$ cat src/rtl/video_timing_gen_if.sv
// Pixel request/return bus and DVI output bundle of video_timing_gen.
// master = timing generator, slave = pixel source plus DVI core.
interface video_timing_gen_if;
    logic        req_o;
    logic [11:0] x_o;
    logic [11:0] y_o;
    logic [7:0]  pix_r_i;
    logic [7:0]  pix_g_i;
    logic [7:0]  pix_b_i;
    logic        hsync_o;
    logic        vsync_o;
    logic        de_o;
    logic        frame_o;
    logic [7:0]  pix_r_o;
    logic [7:0]  pix_g_o;
    logic [7:0]  pix_b_o;

    modport master (
        output req_o, x_o, y_o,
        input  pix_r_i, pix_g_i, pix_b_i,
        output hsync_o, vsync_o, de_o, frame_o, pix_r_o, pix_g_o, pix_b_o
    );

    modport slave (
        input  req_o, x_o, y_o,
        output pix_r_i, pix_g_i, pix_b_i,
        input  hsync_o, vsync_o, de_o, frame_o, pix_r_o, pix_g_o, pix_b_o
    );
endinterface

$ cat src/rtl/video_timing_gen.sv
// Video timing generator: h/v counters, pixel requests, LATENCY-matched sync/de pipeline.
// Optional colour-bar test pattern is enabled by defining TEST_PATTERN_EN.
module video_timing_gen #(
    parameter int H_ACTIVE = 640,
    parameter int H_FP     = 16,
    parameter int H_SYNC   = 96,
    parameter int H_BP     = 48,
    parameter int V_ACTIVE = 480,
    parameter int V_FP     = 10,
    parameter int V_SYNC   = 2,
    parameter int V_BP     = 33,
    parameter bit H_POL    = 1'b0,
    parameter bit V_POL    = 1'b0,
    parameter int LATENCY  = 2
) (
    input  logic               clk_pix,
    input  logic               rst_n,
    input  logic               en_i,
    input  logic               pattern_sel_i,
    video_timing_gen_if.master vif
);
    localparam int H_TOTAL = H_ACTIVE + H_FP + H_SYNC + H_BP;
    localparam int V_TOTAL = V_ACTIVE + V_FP + V_SYNC + V_BP;

    localparam logic [11:0] H_LAST = 12'(H_TOTAL - 1);
    localparam logic [11:0] V_LAST = 12'(V_TOTAL - 1);
    localparam logic [11:0] H_ACT  = 12'(H_ACTIVE);
    localparam logic [11:0] V_ACT  = 12'(V_ACTIVE);
    localparam logic [11:0] HS_BEG = 12'(H_ACTIVE + H_FP);
    localparam logic [11:0] HS_END = 12'(H_ACTIVE + H_FP + H_SYNC);
    localparam logic [11:0] VS_BEG = 12'(V_ACTIVE + V_FP);
    localparam logic [11:0] VS_END = 12'(V_ACTIVE + V_FP + V_SYNC);

    typedef enum logic {IDLE, RUN} state_t;

    // Internal timing bundle; all flags active-high
    typedef struct packed {
        logic       hs;
        logic       vs;
        logic       de;
        logic       fr;
        logic       pat;
        logic [2:0] bar;
    } tim_t;

    state_t      state, state_nxt;
    logic [11:0] h, v, h_nxt, v_nxt;
    logic        run, active, fr0;

    always_ff @(posedge clk_pix or negedge rst_n) begin
        if (!rst_n) begin
            state <= IDLE;
            h     <= '0;
            v     <= '0;
        end else begin
            state <= state_nxt;
            h     <= h_nxt;
            v     <= v_nxt;
        end
    end

    // Leaving RUN is only allowed on the end-of-frame wrap, so frames are never torn
    always_comb begin
        state_nxt = state;
        h_nxt     = '0;
        v_nxt     = '0;
        if (state == IDLE) begin
            if (en_i) state_nxt = RUN;
        end else if (h != H_LAST) begin
            h_nxt = h + 12'd1;
            v_nxt = v;
        end else if (v != V_LAST) begin
            v_nxt = v + 12'd1;
        end else if (!en_i) begin
            state_nxt = IDLE;
        end
    end

    assign run    = (state == RUN);
    assign active = run && (h < H_ACT) && (v < V_ACT);
    assign fr0    = run && (h == '0) && (v == '0);

    assign vif.req_o = active;
    assign vif.x_o   = active ? h : '0;
    assign vif.y_o   = active ? v : '0;

    logic       pat0;
    logic [2:0] bar0;

`ifdef TEST_PATTERN_EN
    localparam int          BAR_PIX  = (H_ACTIVE / 8 < 1) ? 1 : H_ACTIVE / 8;
    localparam logic [11:0] BAR_LAST = 12'(BAR_PIX - 1);

    logic        pat_q;
    logic [2:0]  bar_q;
    logic [11:0] sub_q;

    always_ff @(posedge clk_pix or negedge rst_n) begin
        if (!rst_n) begin
            pat_q <= 1'b0;
            bar_q <= '0;
            sub_q <= '0;
        end else begin
            if (fr0) pat_q <= pattern_sel_i;
            if (!run || h == H_LAST) begin
                bar_q <= '0;
                sub_q <= '0;
            end else if (sub_q == BAR_LAST) begin
                sub_q <= '0;
                if (bar_q != 3'd7) bar_q <= bar_q + 3'd1;
            end else begin
                sub_q <= sub_q + 12'd1;
            end
        end
    end

    // The select takes effect from the very first pixel of the frame that samples it
    assign pat0 = fr0 ? pattern_sel_i : pat_q;
    assign bar0 = bar_q;
`else
    logic unused_sel;
    assign unused_sel = pattern_sel_i;
    assign pat0       = 1'b0;
    assign bar0       = 3'd0;
`endif

    tim_t s0;
    tim_t dly [1:LATENCY];
    tim_t t;

    always_comb begin
        s0     = '0;
        s0.hs  = run && (h >= HS_BEG) && (h < HS_END);
        s0.vs  = run && (v >= VS_BEG) && (v < VS_END);
        s0.de  = active;
        s0.fr  = fr0;
        s0.pat = pat0;
        s0.bar = bar0;
    end

    always_ff @(posedge clk_pix or negedge rst_n) begin
        if (!rst_n) begin
            for (int i = 1; i <= LATENCY; i++) dly[i] <= '0;
        end else begin
            dly[1] <= s0;
            for (int i = 2; i <= LATENCY; i++) dly[i] <= dly[i-1];
        end
    end

    assign t = dly[LATENCY];

    // Output register: polarity applied here only
    always_ff @(posedge clk_pix or negedge rst_n) begin
        if (!rst_n) begin
            vif.hsync_o <= ~H_POL;
            vif.vsync_o <= ~V_POL;
            vif.de_o    <= 1'b0;
            vif.frame_o <= 1'b0;
            vif.pix_r_o <= '0;
            vif.pix_g_o <= '0;
            vif.pix_b_o <= '0;
        end else begin
            vif.hsync_o <= t.hs ^ ~H_POL;
            vif.vsync_o <= t.vs ^ ~V_POL;
            vif.de_o    <= t.de;
            vif.frame_o <= t.fr;
            if (!t.de) begin
                vif.pix_r_o <= '0;
                vif.pix_g_o <= '0;
                vif.pix_b_o <= '0;
            end else if (t.pat) begin
                vif.pix_r_o <= {8{t.bar[2]}};
                vif.pix_g_o <= {8{t.bar[1]}};
                vif.pix_b_o <= {8{t.bar[0]}};
            end else begin
                vif.pix_r_o <= vif.pix_r_i;
                vif.pix_g_o <= vif.pix_g_i;
                vif.pix_b_o <= vif.pix_b_i;
            end
        end
    end
endmodule

$ cat src/flat_wrapper.sv
// flat-port wrapper written by rule: the top's interface ports become plain ports
module video_timing_gen_flat 
#(
    parameter int H_ACTIVE = 640,
    parameter int H_FP     = 16,
    parameter int H_SYNC   = 96,
    parameter int H_BP     = 48,
    parameter int V_ACTIVE = 480,
    parameter int V_FP     = 10,
    parameter int V_SYNC   = 2,
    parameter int V_BP     = 33,
    parameter bit H_POL    = 1'b0,
    parameter bit V_POL    = 1'b0,
    parameter int LATENCY  = 2
)
  (clk_pix, rst_n, en_i, pattern_sel_i, vif_req_o, vif_x_o, vif_y_o, vif_pix_r_i, vif_pix_g_i, vif_pix_b_i, vif_hsync_o, vif_vsync_o, vif_de_o, vif_frame_o, vif_pix_r_o, vif_pix_g_o, vif_pix_b_o);
  video_timing_gen_if vif_i ();
  input  logic clk_pix;
  input  logic rst_n;
  input  logic en_i;
  input  logic pattern_sel_i;
  output wire logic [$bits(vif_i.req_o)-1:0] vif_req_o;
  output wire logic [$bits(vif_i.x_o)-1:0] vif_x_o;
  output wire logic [$bits(vif_i.y_o)-1:0] vif_y_o;
  input wire logic [$bits(vif_i.pix_r_i)-1:0] vif_pix_r_i;
  input wire logic [$bits(vif_i.pix_g_i)-1:0] vif_pix_g_i;
  input wire logic [$bits(vif_i.pix_b_i)-1:0] vif_pix_b_i;
  output wire logic [$bits(vif_i.hsync_o)-1:0] vif_hsync_o;
  output wire logic [$bits(vif_i.vsync_o)-1:0] vif_vsync_o;
  output wire logic [$bits(vif_i.de_o)-1:0] vif_de_o;
  output wire logic [$bits(vif_i.frame_o)-1:0] vif_frame_o;
  output wire logic [$bits(vif_i.pix_r_o)-1:0] vif_pix_r_o;
  output wire logic [$bits(vif_i.pix_g_o)-1:0] vif_pix_g_o;
  output wire logic [$bits(vif_i.pix_b_o)-1:0] vif_pix_b_o;
  assign vif_req_o = vif_i.req_o;
  assign vif_x_o = vif_i.x_o;
  assign vif_y_o = vif_i.y_o;
  assign vif_i.pix_r_i = vif_pix_r_i;
  assign vif_i.pix_g_i = vif_pix_g_i;
  assign vif_i.pix_b_i = vif_pix_b_i;
  assign vif_hsync_o = vif_i.hsync_o;
  assign vif_vsync_o = vif_i.vsync_o;
  assign vif_de_o = vif_i.de_o;
  assign vif_frame_o = vif_i.frame_o;
  assign vif_pix_r_o = vif_i.pix_r_o;
  assign vif_pix_g_o = vif_i.pix_g_o;
  assign vif_pix_b_o = vif_i.pix_b_o;
  video_timing_gen #(.H_ACTIVE(H_ACTIVE), .H_FP(H_FP), .H_SYNC(H_SYNC), .H_BP(H_BP), .V_ACTIVE(V_ACTIVE), .V_FP(V_FP), .V_SYNC(V_SYNC), .V_BP(V_BP), .H_POL(H_POL), .V_POL(V_POL), .LATENCY(LATENCY)) u_core (.clk_pix(clk_pix), .rst_n(rst_n), .en_i(en_i), .pattern_sel_i(pattern_sel_i), .vif(vif_i));
endmodule
$ cat config.mk
export PLATFORM = sky130hd
export DESIGN_NAME = video_timing_gen_flat
export DESIGN_NICKNAME = d
export VERILOG_FILES = /design/src/rtl/video_timing_gen_if.sv /design/src/rtl/video_timing_gen.sv /design/src/flat_wrapper.sv
export SDC_FILE = /design/constraint.sdc
export NUM_CORES = 1
export LEC_CHECK = 0
export BUFFER_PORTS_ARGS = -buffer_cell sky130_fd_sc_hd__buf_2
export CORE_UTILIZATION = 25
export CTS_CLUSTER_SIZE = 25
export DETAILED_ROUTE_END_ITERATION = 8
export SLEW_MARGIN = 0
export SYNTH_ARGS = -nofsm -noshare
export SYNTH_HDL_FRONTEND = slang
export SYNTH_SLANG_ARGS = --single-unit
$ cat constraint.sdc
create_clock -name clk_pix -period 4.3 [get_ports clk_pix]
set_input_delay 1.075 -clock clk_pix [delete_from_list [all_inputs] [get_ports clk_pix]]
set_output_delay 1.075 -clock clk_pix [all_outputs]
set_load 0.005 [all_outputs]
==> metrics.md <==
| Metric | Value |
|---|---|
| Wire length per cell | `between 10 and 15 um` |
| Max Cap Violations | `0` |
| CTS tree | `built` |
| Die width | `approximately 110 um` |
| Drc violations | `0` |
| Multiplexer share of the synthesized area | `0.0123` |
| Synth Area per Inst | `approximately 11 um^2` |
| CP Launch Type | `flip-flop` |
| Synth cell count leaders | `dfrtp_1 (59), and2_1 (39), nor4_1 (15), nor2_1 (14), inv_1 (12)` |
| Minimum clock period | `about 3200 ps` |
| VDD IR max | `about 0.00013 V` |
| Pre-antenna DRT Iters | `4` |
| Peak Freq | `roughly 310 MHz` |
| Top post-synthesis cells by area | `dfrtp_1 (54%), and2_1 (8.9%), nor4_1 (3.4%), xnor2_1 (2.2%), dfstp_2 (1.9%)` |
| Largest area contributor in the netlist | `dfrtp_1` |
| CP Capture Type | `output pin` |
| Class of the most critical setup path | `flip-flop to output pin` |
| Register area share after synthesis | `0.557` |
| Critical Path Max Stage Delay | `440 ps` |
| Post-synth EDFFs | `0` |
| Dpl hpwl | `between 4000 and 5000 um` |
| Vias/cell | `around 4.5` |
| Setup_tns | `0 ps` |
| Clock Tree Root | `clkbuf_8` |
| Layout Skew | `between 8 and 9 ps` |
| Worst hold slack | `roughly 350 ps` |
| Inserted Clock Buffers | `9` |
| Final wirelength | `6260 um` |
| Path type of the worst min-delay path | `flip-flop to flip-flop` |
| Setup Buffers After CTS | `0` |
| Layout area overhead | `25.2%` |
| Adder-cell share of the synthesized area | `0.0182` |
| Largest family of logic cells by synthesized area | `simple AND/OR/NAND/NOR gates` |
| Vias | `2120` |
| Final Max Tran Viols | `0` |
| Number of diodes | `0` |
| Worst Path Required | `between 3000 and 4000 ps` |
| Async set-or-reset flop fraction in the synthesized netlist | `1.00` |
| Slowest CP cell | `dfrtp_1` |
| Simple-gate area share of the yosys netlist | `0.264` |
| Placed Cells | `450` |
| Most common cell in the netlist | `dfrtp_1` |
| CTS resizes | `0` |
| Share of post-route cells with drive strength above 1 | `0.318` |
| Synth top area share | `0.538` |
| Antenna Violating Nets Remaining | `0` |
| Compound-gate portion of the synthesized area | `0.0642` |
| Site Rows | `37` |
| Final GP Congestion | `0.808` |
| Clk buf depth | `2` |
| Die area | `11400 um^2` |
| Clock transition at the registers of the reported paths | `70 ps` |
| Worst Tran Pin Value | `about 930 ps` |
| CTS sink count | `61` |
| Num ports | `81` |
| DRT iter0 DRCs | `106` |
| Post-Place Setup Slack | `1450 ps` |
| Fin crit share | `0.744` |
| Hold Vio Cnt, Final | `0` |
| # port buffers | `between 70 and 80` |
| Post-Synth XOR/XNOR Area | `0.0287` |
| Outcome | `finished clean` |
| Nets@finish | `~360` |
| Vias in the first global route | `2205` |
| Final Non-Filler Cells | `466` |
| Global-route wire length before repair | `around 11000 um` |
| #FFs+latches synth | `a little over 60` |
| Tot GR Track Use | `0.120` |
| Die H | `between 100 and 150 um` |
| Yosys warns | `0` |
| Effective utilization at floorplan | `0.261` |
| Critical path's most frequent cell | `nor3_1` |
| WP data arrival | `2120 ps` |
| Clk_lat worst skew | `between 300 and 400 ps` |
| Core area | `approximately 11000 um^2` |
| Power density over the cells | `342 nW/um^2` |
| RSZ-0062 raised after global routing | `no` |
| Final setup violation count | `0` |
| Htree depth | `3` |
| CP Cell Sequence | `nor3_1 > nand2_1 > nor3_1 > buf_4 > and2_1 > buf_2` |
| Initial antenna violation count | `0` |
| Post-synth cell types | `43` |
| Rel. slew slack | `0.380` |
| Hold-fix buffers, CTS | `0` |
| Synth Cell Area | `between 2000 and 3000 um^2` |
| Critical Path Fanout Max | `7` |
| Synthesized instance count | `around 250` |
| Primary FF master, synth | `dfrtp_1` |
| Final worst setup slack | `roughly 1100 ps` |
| LEAKAGE | `0.00163 uW` |
| Grt total ovfl | `0` |
| Largest net degree at the start of global routing | `42` |
==> per-layer routing <==
layer  up-vias  global-route usage  wire length [um]
met3         5              0.0401               392
met1      1038               0.149              2880
met2        79               0.195              2930
met5         -                   0                 0
met4         0              0.0431                61
li1        998                   -                 -
==> state kept, by name, summed over array words and instances, names as in the netlist <==
signal / count
u_core.run: 1
u_core.h: 12
u_core.vif.hsync_o: 1
u_core.vif.frame_o: 1
u_core.dly: 8
u_core.vif.pix_g_o: 8
u_core.vif.de_o: 1
u_core.vif.pix_r_o: 8
u_core.v: 12
u_core.vif.pix_b_o: 8
u_core.vif.vsync_o: 1
==> path summary, 6_finish.rpt <==
check                                     end  cells past startpoint  slack [ps]            from
setup / recovery                   vif_y_o[5]                      6        1100    u_core.v[10]
hold / removal                  u_core.dly[6]                      0         350  u_core.dly[14]
setup reg to reg                  u_core.v[8]                      4        1970    u_core.h[10]
hold reg to reg                 u_core.dly[6]                      0         350  u_core.dly[14]
max in group asynchronous  u_core.vif.frame_o                      2        2590           rst_n
min in group asynchronous         u_core.h[9]                      1         870           rst_n
==> cells in the final DEF (no fill, tap or decap), types with 7 or more instances in the layout <==
master	Yosys	layout
nand2_1	8	8
xnor2_1	7	7
nor3_1	10	10
inv_1	12	12
clkbuf_8	0	12
and2_1	39	39
nand3_1	8	8
nor2_1	14	14
dfrtp_1	59	59
nor4_1	15	15
buf_2	3	74
==> per-stage QoR <==
stage | total power [uW] | util | cell area [um^2]
3_5_place_dp | 645 | 0.307 | 3230
5_1_grt | 1230 | 0.327 | 3440
2_1_floorplan | 613 | - | 2760
3_3_place_gp | 644 | 0.307 | 3230
4_1_cts | 1200 | 0.327 | 3440
6_report | 1180 | 0.327 | 3440
==> worst max-delay path, delay by kind of cell, from the launching register on <==
family	cells	cell delay [ps]
buffers and inverters	2	330
DFF	1	440
and+or+nand+nor	4	1010
==> where the power goes <==
part	switching (uW)	internal, uW
Combinational	22.6	22.0
Sequential	2.60	585
Clock	230	315
==> area by class of cell <==
type	instances	area, um^2
flip-flops and latches	61	1530
clock inverters	3	42.5
multi-input cells	163	1080
inverters	12	45.0
fillers	1067	7070
well taps	136	170
repair buffers	78	400
clock buffers	13	169
==> logic make-up (layout without fill, tap and decap cells) <==
kind of cell | after synthesis | count (layout)
AND/OR/NAND/NOR | 119 | 119
flip-flops | 61 | 61
buffers and inverters | 29 | 106
AO/OA/AOI/OAI | 23 | 23
XOR/XNOR | 9 | 9
adder cells (fa/ha/maj) | 4 | 4
multiplexers | 3 | 3
other | 1 | 5
Note: power is estimated with default switching activity, not from simulation.
